File: src/rtl/ncl_dr_enable_reg.sv
// rtl/ncl_dr_enable_reg.sv - clocked dual-rail NCL enable register with phase-gated capture
//
// Captures a complete WIDTH-bit dual-rail DATA word when the PH_SEL rail of the
// one-hot phase bus is high and downstream requests DATA (ki=1). The word is held
// until the input returns to NULL and downstream requests NULL (ki=0).
// Illegal codewords raise a sticky err flag and are never captured.
//
// Optional feature macro: NCL_ENREG_ERRCNT_EN
//   When defined, this adds an 8-bit saturating count of cycles that had an illegal input.
//
// Ports:
//   clk       in   clock, rising-edge
//   rst       in   synchronous reset, active-high
//   a_t/a_f   in   true/false rails of the input word
//   ph_t      in   one-hot phase rails (all zero = NULL)
//   ki        in   downstream ack: 1 = request DATA, 0 = request NULL
//   o_t/o_f   out  true/false rails of the output word
//   ko        out  upstream ack: 1 = ready for DATA, 0 = ready for NULL
//   err       out  sticky illegal-codeword flag
//   wave_cnt  out  number of DATA wavefronts captured (wraps)
//   err_cnt   out  saturating illegal-cycle count (NCL_ENREG_ERRCNT_EN only)
module ncl_dr_enable_reg #(
   parameter int WIDTH  = 4,
   parameter int NUM_PH = 4,
   parameter int PH_SEL = 0,
   parameter int CNT_W  = 8
) (
   input  logic              clk,
   input  logic              rst,
   input  logic [WIDTH-1:0]  a_t,
   input  logic [WIDTH-1:0]  a_f,
   input  logic [NUM_PH-1:0] ph_t,
   input  logic              ki,
   output logic [WIDTH-1:0]  o_t,
   output logic [WIDTH-1:0]  o_f,
   output logic              ko,
   output logic              err,
`ifdef NCL_ENREG_ERRCNT_EN
   output logic [7:0]        err_cnt,
`endif
   output logic [CNT_W-1:0]  wave_cnt
);

   generate
      if (PH_SEL >= NUM_PH) begin : g_bad_ph_sel
         $error("ncl_dr_enable_reg: PH_SEL must be below NUM_PH");
      end
   endgenerate

   typedef enum logic {S_NULL = 1'b0, S_DATA = 1'b1} state_t;

   state_t state, state_nxt;

   logic in_data;
   logic in_null;
   logic illegal;
   logic capture;
   logic release_w;

   // A bit is a valid DATA bit when exactly one rail is high.
   assign in_data = &(a_t ^ a_f);
   assign in_null = (a_t == '0) && (a_f == '0) && (ph_t == '0);
   // x & (x-1) clears the lowest set bit; a non-zero result means more than one phase is high.
   assign illegal = (|(a_t & a_f)) || ((ph_t & (ph_t - 1'b1)) != '0);

   assign capture   = (state == S_NULL) && in_data && ph_t[PH_SEL] && !illegal && ki;
   assign release_w = (state == S_DATA) && in_null && !ki;

   // State register
   always_ff @(posedge clk) begin
      if (rst) begin
         state <= S_NULL;
      end else begin
         state <= state_nxt;
      end
   end

   // Next-state logic
   always_comb begin
      state_nxt = state;
      case (state)
         S_NULL:  if (capture)   state_nxt = S_DATA;
         S_DATA:  if (release_w) state_nxt = S_NULL;
         default: state_nxt = S_NULL;
      endcase
   end

   // Output logic: ko reflects which wavefront the register is ready to accept next.
   always_comb begin
      ko = 1'b1;
      if (state == S_DATA) ko = 1'b0;
   end

   // The captured word is registered; it is held through all of S_DATA.
   always_ff @(posedge clk) begin
      if (rst) begin
         o_t      <= '0;
         o_f      <= '0;
         wave_cnt <= '0;
      end else if (capture) begin
         o_t      <= a_t;
         o_f      <= a_f;
         wave_cnt <= wave_cnt + {{(CNT_W-1){1'b0}}, 1'b1};
      end else if (release_w) begin
         o_t      <= '0;
         o_f      <= '0;
      end
   end

   always_ff @(posedge clk) begin
      if (rst) begin
         err <= 1'b0;
      end else if (illegal) begin
         err <= 1'b1;
      end
   end

`ifdef NCL_ENREG_ERRCNT_EN
   always_ff @(posedge clk) begin
      if (rst) begin
         err_cnt <= 8'd0;
      end else if (illegal && (err_cnt != 8'hFF)) begin
         err_cnt <= err_cnt + 8'd1;
      end
   end
`endif

endmodule

File: config.mk
export PLATFORM = sky130hd
export DESIGN_NAME = ncl_dr_enable_reg
export DESIGN_NICKNAME = d
export VERILOG_FILES = /design/src/rtl/ncl_dr_enable_reg.sv
export SDC_FILE = /design/constraint.sdc
export NUM_CORES = 1
export LEC_CHECK = 0
export CORE_MARGIN = 10
export CORE_UTILIZATION = 47
export DETAILED_ROUTE_END_ITERATION = 10
export GPL_TIMING_DRIVEN = 0
export HOLD_SLACK_MARGIN = 0.03
export PLACE_DENSITY = 0.88
export SETUP_SLACK_MARGIN = 0.4
export SLEW_MARGIN = 20
export SYNTH_ARGS = -nofsm -noshare
export SYNTH_HDL_FRONTEND = slang
export SYNTH_SLANG_ARGS = --single-unit
File: constraint.sdc
create_clock -name clk -period 2.87 [get_ports clk]
set_input_delay 0.4305 -clock clk [delete_from_list [all_inputs] [get_ports clk]]
set_output_delay 0.4305 -clock clk [all_outputs]
set_load 0.01 [all_outputs]
Word level (Yosys, flattened, before mapping)

Cells that the tools add are included.

Register bits: 18
Input bits: 15
Output and inout port bits: 18

$add $sub $neg: 2
Multiplexer cells: 7
Bitwise operators: 4
Reduce and logical (&&, ||, !) cells: 18

Operators by type and width:

| operator            | number |
|---|---|
| $logic_not 4->1     | 3 |
| $mux 4              | 3 |
| $add 8x1->8 const B | 1 |
| $and 4x4->4         | 2 |
| $logic_and 1x1->1   | 8 |
| $reduce_and 4->1    | 1 |
| $reduce_bool 4->1   | 1 |
| $reduce_or 4->1     | 1 |
| $sub 4x1->4 const B | 1 |
| $xor 4x4->4         | 1 |
| $mux 1              | 3 |
| $logic_not 1->1     | 2 |
| $pmux 1 s2          | 1 |
| $reduce_bool 2->1   | 1 |
| $logic_or 1x1->1    | 1 |
| $not 1->1           | 1 |

Logic depth before layout (Yosys ltp)

Depth after elaboration: 9
Gate-level depth with buffers: 6
Depth with buffers taken out: 5

Least setup slack after synthesis

Ideal clock, no wire load.

Path type: input-to-reg
Start point: input port a_t[1]
End point: register wave_cnt[4]
Library setup time: 70 ps
Arrival: 1,675 ps
Data required time: 2,800 ps
Path slack: 1,125 ps
Stages on the path: 5
Path buffers: 0
Cell sequence: ha_1 nor4_2 nand3_2 or4_1 a21oi_1

Longest elaborated chain between the ends: 6
Elaborated cells on any way between the ends: 10
Classes of those cells: 2 x bitwise; 8 x reduce/logical

RTL lines:

| what                                                         | line   | source |
|---|---|---|
| from (decl)                                                  | 30     | `input logic [WIDTH-1:0] a_t,` |
| $xor 4x4->4 / $and 4x4->4 (equally long branches)            | 61, 64 |  |
| $reduce_and 4->1 / $reduce_or 4->1 (equally long branches)   | 61, 64 |  |
| $logic_and 1x1->1 / $logic_or 1x1->1 (equally long branches) | 66, 64 |  |
| $logic_and 1x1->1 / $logic_not 1->1 (equally long branches)  | 66     | `assign capture = (state == S_NULL) && in_data && ph_t[PH_SEL] && !illegal && ki;` |
| $logic_and 1x1->1 (*) (2 in series)                          | 66     |  |
| to (signal assigned)                                         | 103    | `wave_cnt <= wave_cnt + {{(CNT_W-1){1'b0}}, 1'b1};` |
| to (decl)                                                    | 41     | `output logic [CNT_W-1:0] wave_cnt` |

Mark *: on every way between the ends. The rest lies on a longest branch, timed or not.
A chain may end at the register's enable or synchronous reset.

Worst setup path in the final report

Start point: input port a_t[0]
End point: register o_f[3]

Longest elaborated chain between the ends: 7
Elaborated cells on any way between the ends: 17
Classes of those cells: 1 x mux; 2 x bitwise; 14 x reduce/logical

RTL lines:

| what                                                         | line   | source |
|---|---|---|
| $xor 4x4->4 / $and 4x4->4 (equally long branches)            | 61, 64 |  |
| $reduce_and 4->1 / $reduce_or 4->1 (equally long branches)   | 61, 64 |  |
| $logic_and 1x1->1 / $logic_or 1x1->1 (equally long branches) | 66, 64 |  |
| $logic_and 1x1->1 / $logic_not 1->1 (equally long branches)  | 66     |  |
| $logic_and 1x1->1 (2 in series)                              | 66     |  |
| $mux 4 / $reduce_bool 2->1 (equally long branches)           | -      |  |
| to (signal assigned)                                         | 98     | `o_f <= '0;` |
| to (signal assigned)                                         | 102    | `o_f <= a_f;` |
| to (signal assigned)                                         | 106    | `o_f <= '0;` |
| to (decl)                                                    | 35     | `output logic [WIDTH-1:0] o_f,` |

Several ways; a longest one is shown, not always the timed one.

==> summary.md <==
| Metric | Value |
|---|---|
| Syn Std Cell Area | 933 sq um |
| Clock power frac | 0.327 |
| Area Overhead vs Synth | 40.8% |
| Total detailed-routing wirelength | 2280 um |
| Number of CTS-inserted buffers | 3 |
| Worst-path fanout max | 10 |
| CTS tree | built |
| Final hold vios | 0 |
| Drt wl/cell | 14.0 um |
| DRC | 0 |
| Worst Setup Start Kind | primary input |
| Period minus WS final | 2.11 ns |
| CTS root buf | clkbuf_4 |
| Setup TNS | 0 ns |
| Sw frac | 0.219 |
| Synth Flop Type | dfxtp_1 |
| Pin count of the biggest net entering global routing | 11 |
| GRT overflow | 0 |
| Mapped Cells | 100 |
| Via Count | 887 |
| CTS sink cnt | 18 |
| Chip width | 64.6 um |
| Ys async rst share | 0 |
| Kind of end point of the critical path | register |
| Netlist cell types | 29 |
| Leakage | 0.454 nW |
| Post-DP HPWL | between 1500 and 2000 um |
| Global-route wire length before repair | 4170 um |
| Critical path class | in2reg |
| Row count | 16 |
| I/O pin count | 33 |
| # diodes | 0 |
| DRT antenna net count | 0 |
| Area share of the largest cell type after synthesis | 0.386 |
| Layout Skew | 0.00769 ns |
| DR vias/cell | 5.48 |
| Number of setup violations in the final report | 0 |
| Yosys reg bits | 18 |
| Worst hold path type | reg2reg |
| Initial DRC Count | 18 |
| Slew HR | 0.452 |
| Reg2reg setup slack | ~1.3 ns |
| Setup WS post-layout | 0.764 ns |
| Vias in the first global route | a little under 1k |
| Largest area contributor in the netlist | dfxtp_1 |
| Clk_lat worst skew | between 0.2 and 0.3 ns |
| Starting Density | 0.486 |
| Post-synthesis sequential area ratio | 0.386 |
| Synth Warn # | 0 |
| Crit path DAT | 2.31 ns |
| Psw | 100 uW |
| Worst Tran Pin Value | 0.811 ns |
| GP Congestion | 0.799 |
| Clock Path Buffers | 2 |
| Net Count, Synth | 120 |
| Internal power | between 300 and 400 uW |
| Clock slew at reported path FFs | ~0.09 ns |
| Post-synth EDFFs | 0 |
| Core area | slightly below 2000 sq um |
| RSZ-0062 raised after global routing | false |
| Reg power frac | 0.550 |
| Pre-CTS setup slack | 0.461 ns |
| Number of max-cap violations | 0 |
| Cts hold-fix bufs | 0 |
| First-pass detailed-route iteration total | 4 |
| Setup Buffers After CTS | 0 |
| CP required | 3.08 ns |
| Syn Area/Cell | 9.33 sq um |
| Resized cells post-CTS | 0 |
| Ranking of synthesized cells by area | dfxtp_1 (39%), mux2i_1 (8.6%), ha_1 (6.7%), nand2b_1 (5.4%), o31ai_1 (4.8%) |
| H-tree depth | 1 |
| Layout cell share with drive strength beyond 1 | 0.0741 |
| Nets | 156 |
| Logic gate share of total power | 0.123 |
| PortBufs | 31 |
| Antenna violations before repair | 0 |
| Slew Limit Fails | 0 |
| Fmax achieved | around 470 MHz |
| Outcome | complete, no violations |
| Power Dens Cells | 348 nW/um^2 |
| Maximum vdd drop | 0.266 mV |
| Die area | 4170 sq um |
| Die Y | ~65 um |
| Tcrit/Tclk final | 0.734 |
| All-Layer GR Usage | 0.117 |
## worst paths after layout
check / startpoint / endpoint / depth (start not counted)
setup / recovery: a_t[0] / o_f[3]$_SDFFE_PP0P_ / 7
setup reg to reg: state$_SDFF_PP0_ / o_f[3]$_SDFFE_PP0P_ / 5
hold / removal: o_t[3]$_SDFFE_PP0P_ / o_t[3]$_SDFFE_PP0P_ / 2
hold reg to reg: o_t[3]$_SDFFE_PP0P_ / o_t[3]$_SDFFE_PP0P_ / 2
## power by group through the flow
stage	Clock, mW	Combinational, mW	Sequential [mW]
6_report	0.149	0.0562	0.251
5_1_grt	0.167	0.0630	0.252
4_1_cts	0.159	0.0565	0.251
3_5_place_dp	0	0.0561	0.257
3_3_place_gp	0	0.0547	0.257
2_1_floorplan	0	0.0240	0.258
## per-layer routing
metal | track usage | part of all wire
met5 | 0 | 0
met4 | 0.0294 | 0.0044
met3 | 0.0704 | 0.13
met2 | 0.182 | 0.45
met1 | 0.133 | 0.42
## cell usage after synthesis (3+ instances only)
cell	n
o31ai_1	6
mux2i_1	8
nor2_1	3
dfxtp_1	18
nand2_1	9
nand2b_1	8
inv_1	3
a21oi_1	8
ha_1	5
or4_1	6
## sequential cells by signal (all words and copies together) (netlist names)
name	flops
wave_cnt	8
err	1
state	1
o_f	4
o_t	4
## cell type report
class / instances / area [sq um]
inverters: 3 / 11.3
repair buffers: 31 / 310
clock buffers: 4 / 36.3
multi-input cells: 75 / 544
fillers: 166 / 608
flip-flops and latches: 18 / 360
well taps: 27 / 33.8
plain buffers: 4 / 17.5
## placed cells by master (no fill, tap or decap)
cell type / instances
clkdlybuf4s50_1: 31
dfxtp_1: 18
nand2_1: 9
nand2b_1: 8
mux2i_1: 8
a21oi_1: 8
o31ai_1: 6
or4_1: 6
ha_1: 5
inv_1: 3
nor2_1: 3
clkbuf_4: 3
nor4_1: 2
clkbuf_1: 2
buf_2: 2
nand3_1: 2
nand4_1: 2
or3_1: 2
o21ai_0: 2
nor4b_1: 1
a41oi_1: 1
nor4_2: 1
o22ai_1: 1
a22oi_1: 1
nand3_2: 1
and4b_1: 1
nand4_2: 1
nor2_8: 1
o21a_1: 1
and4_1: 1
and2_1: 1
clkbuf_8: 1
## logic make-up after synthesis
kind of cell | after synthesis | share of synthesized area
adders and majority gates | 5 | 0.0670
muxes | 8 | 0.0858
and+or+nand+nor | 42 | 0.296
DFF | 18 | 0.386
AOI/OAI and AO/OA | 20 | 0.134
buffers and inverters | 7 | 0.0308
## worst max-delay path: stages
cell and delay [ns]:
clkdlybuf4s50_1 0.47, ha_1 0.24, nor4_2 0.27, nand3_2 0.19
buf_2 0.26, nor2_8 0.23, mux2i_1 0.22
## through the flow
step | util | instance area, sq um | cells | power (mW) | hold slack [ns]
2_1_floorplan | - | 933 | 100 | 0.282 | 0.470
3_3_place_gp | 0.665 | 1280 | 158 | 0.312 | 0.445
3_5_place_dp | 0.665 | 1280 | 158 | 0.313 | 0.452
4_1_cts | 0.684 | 1310 | 162 | 0.467 | 0.473
5_1_grt | 0.684 | 1310 | 162 | 0.482 | 0.488
6_report | 0.684 | 1310 | 162 | 0.457 | 0.466
Power figures use the tool's default switching activity.
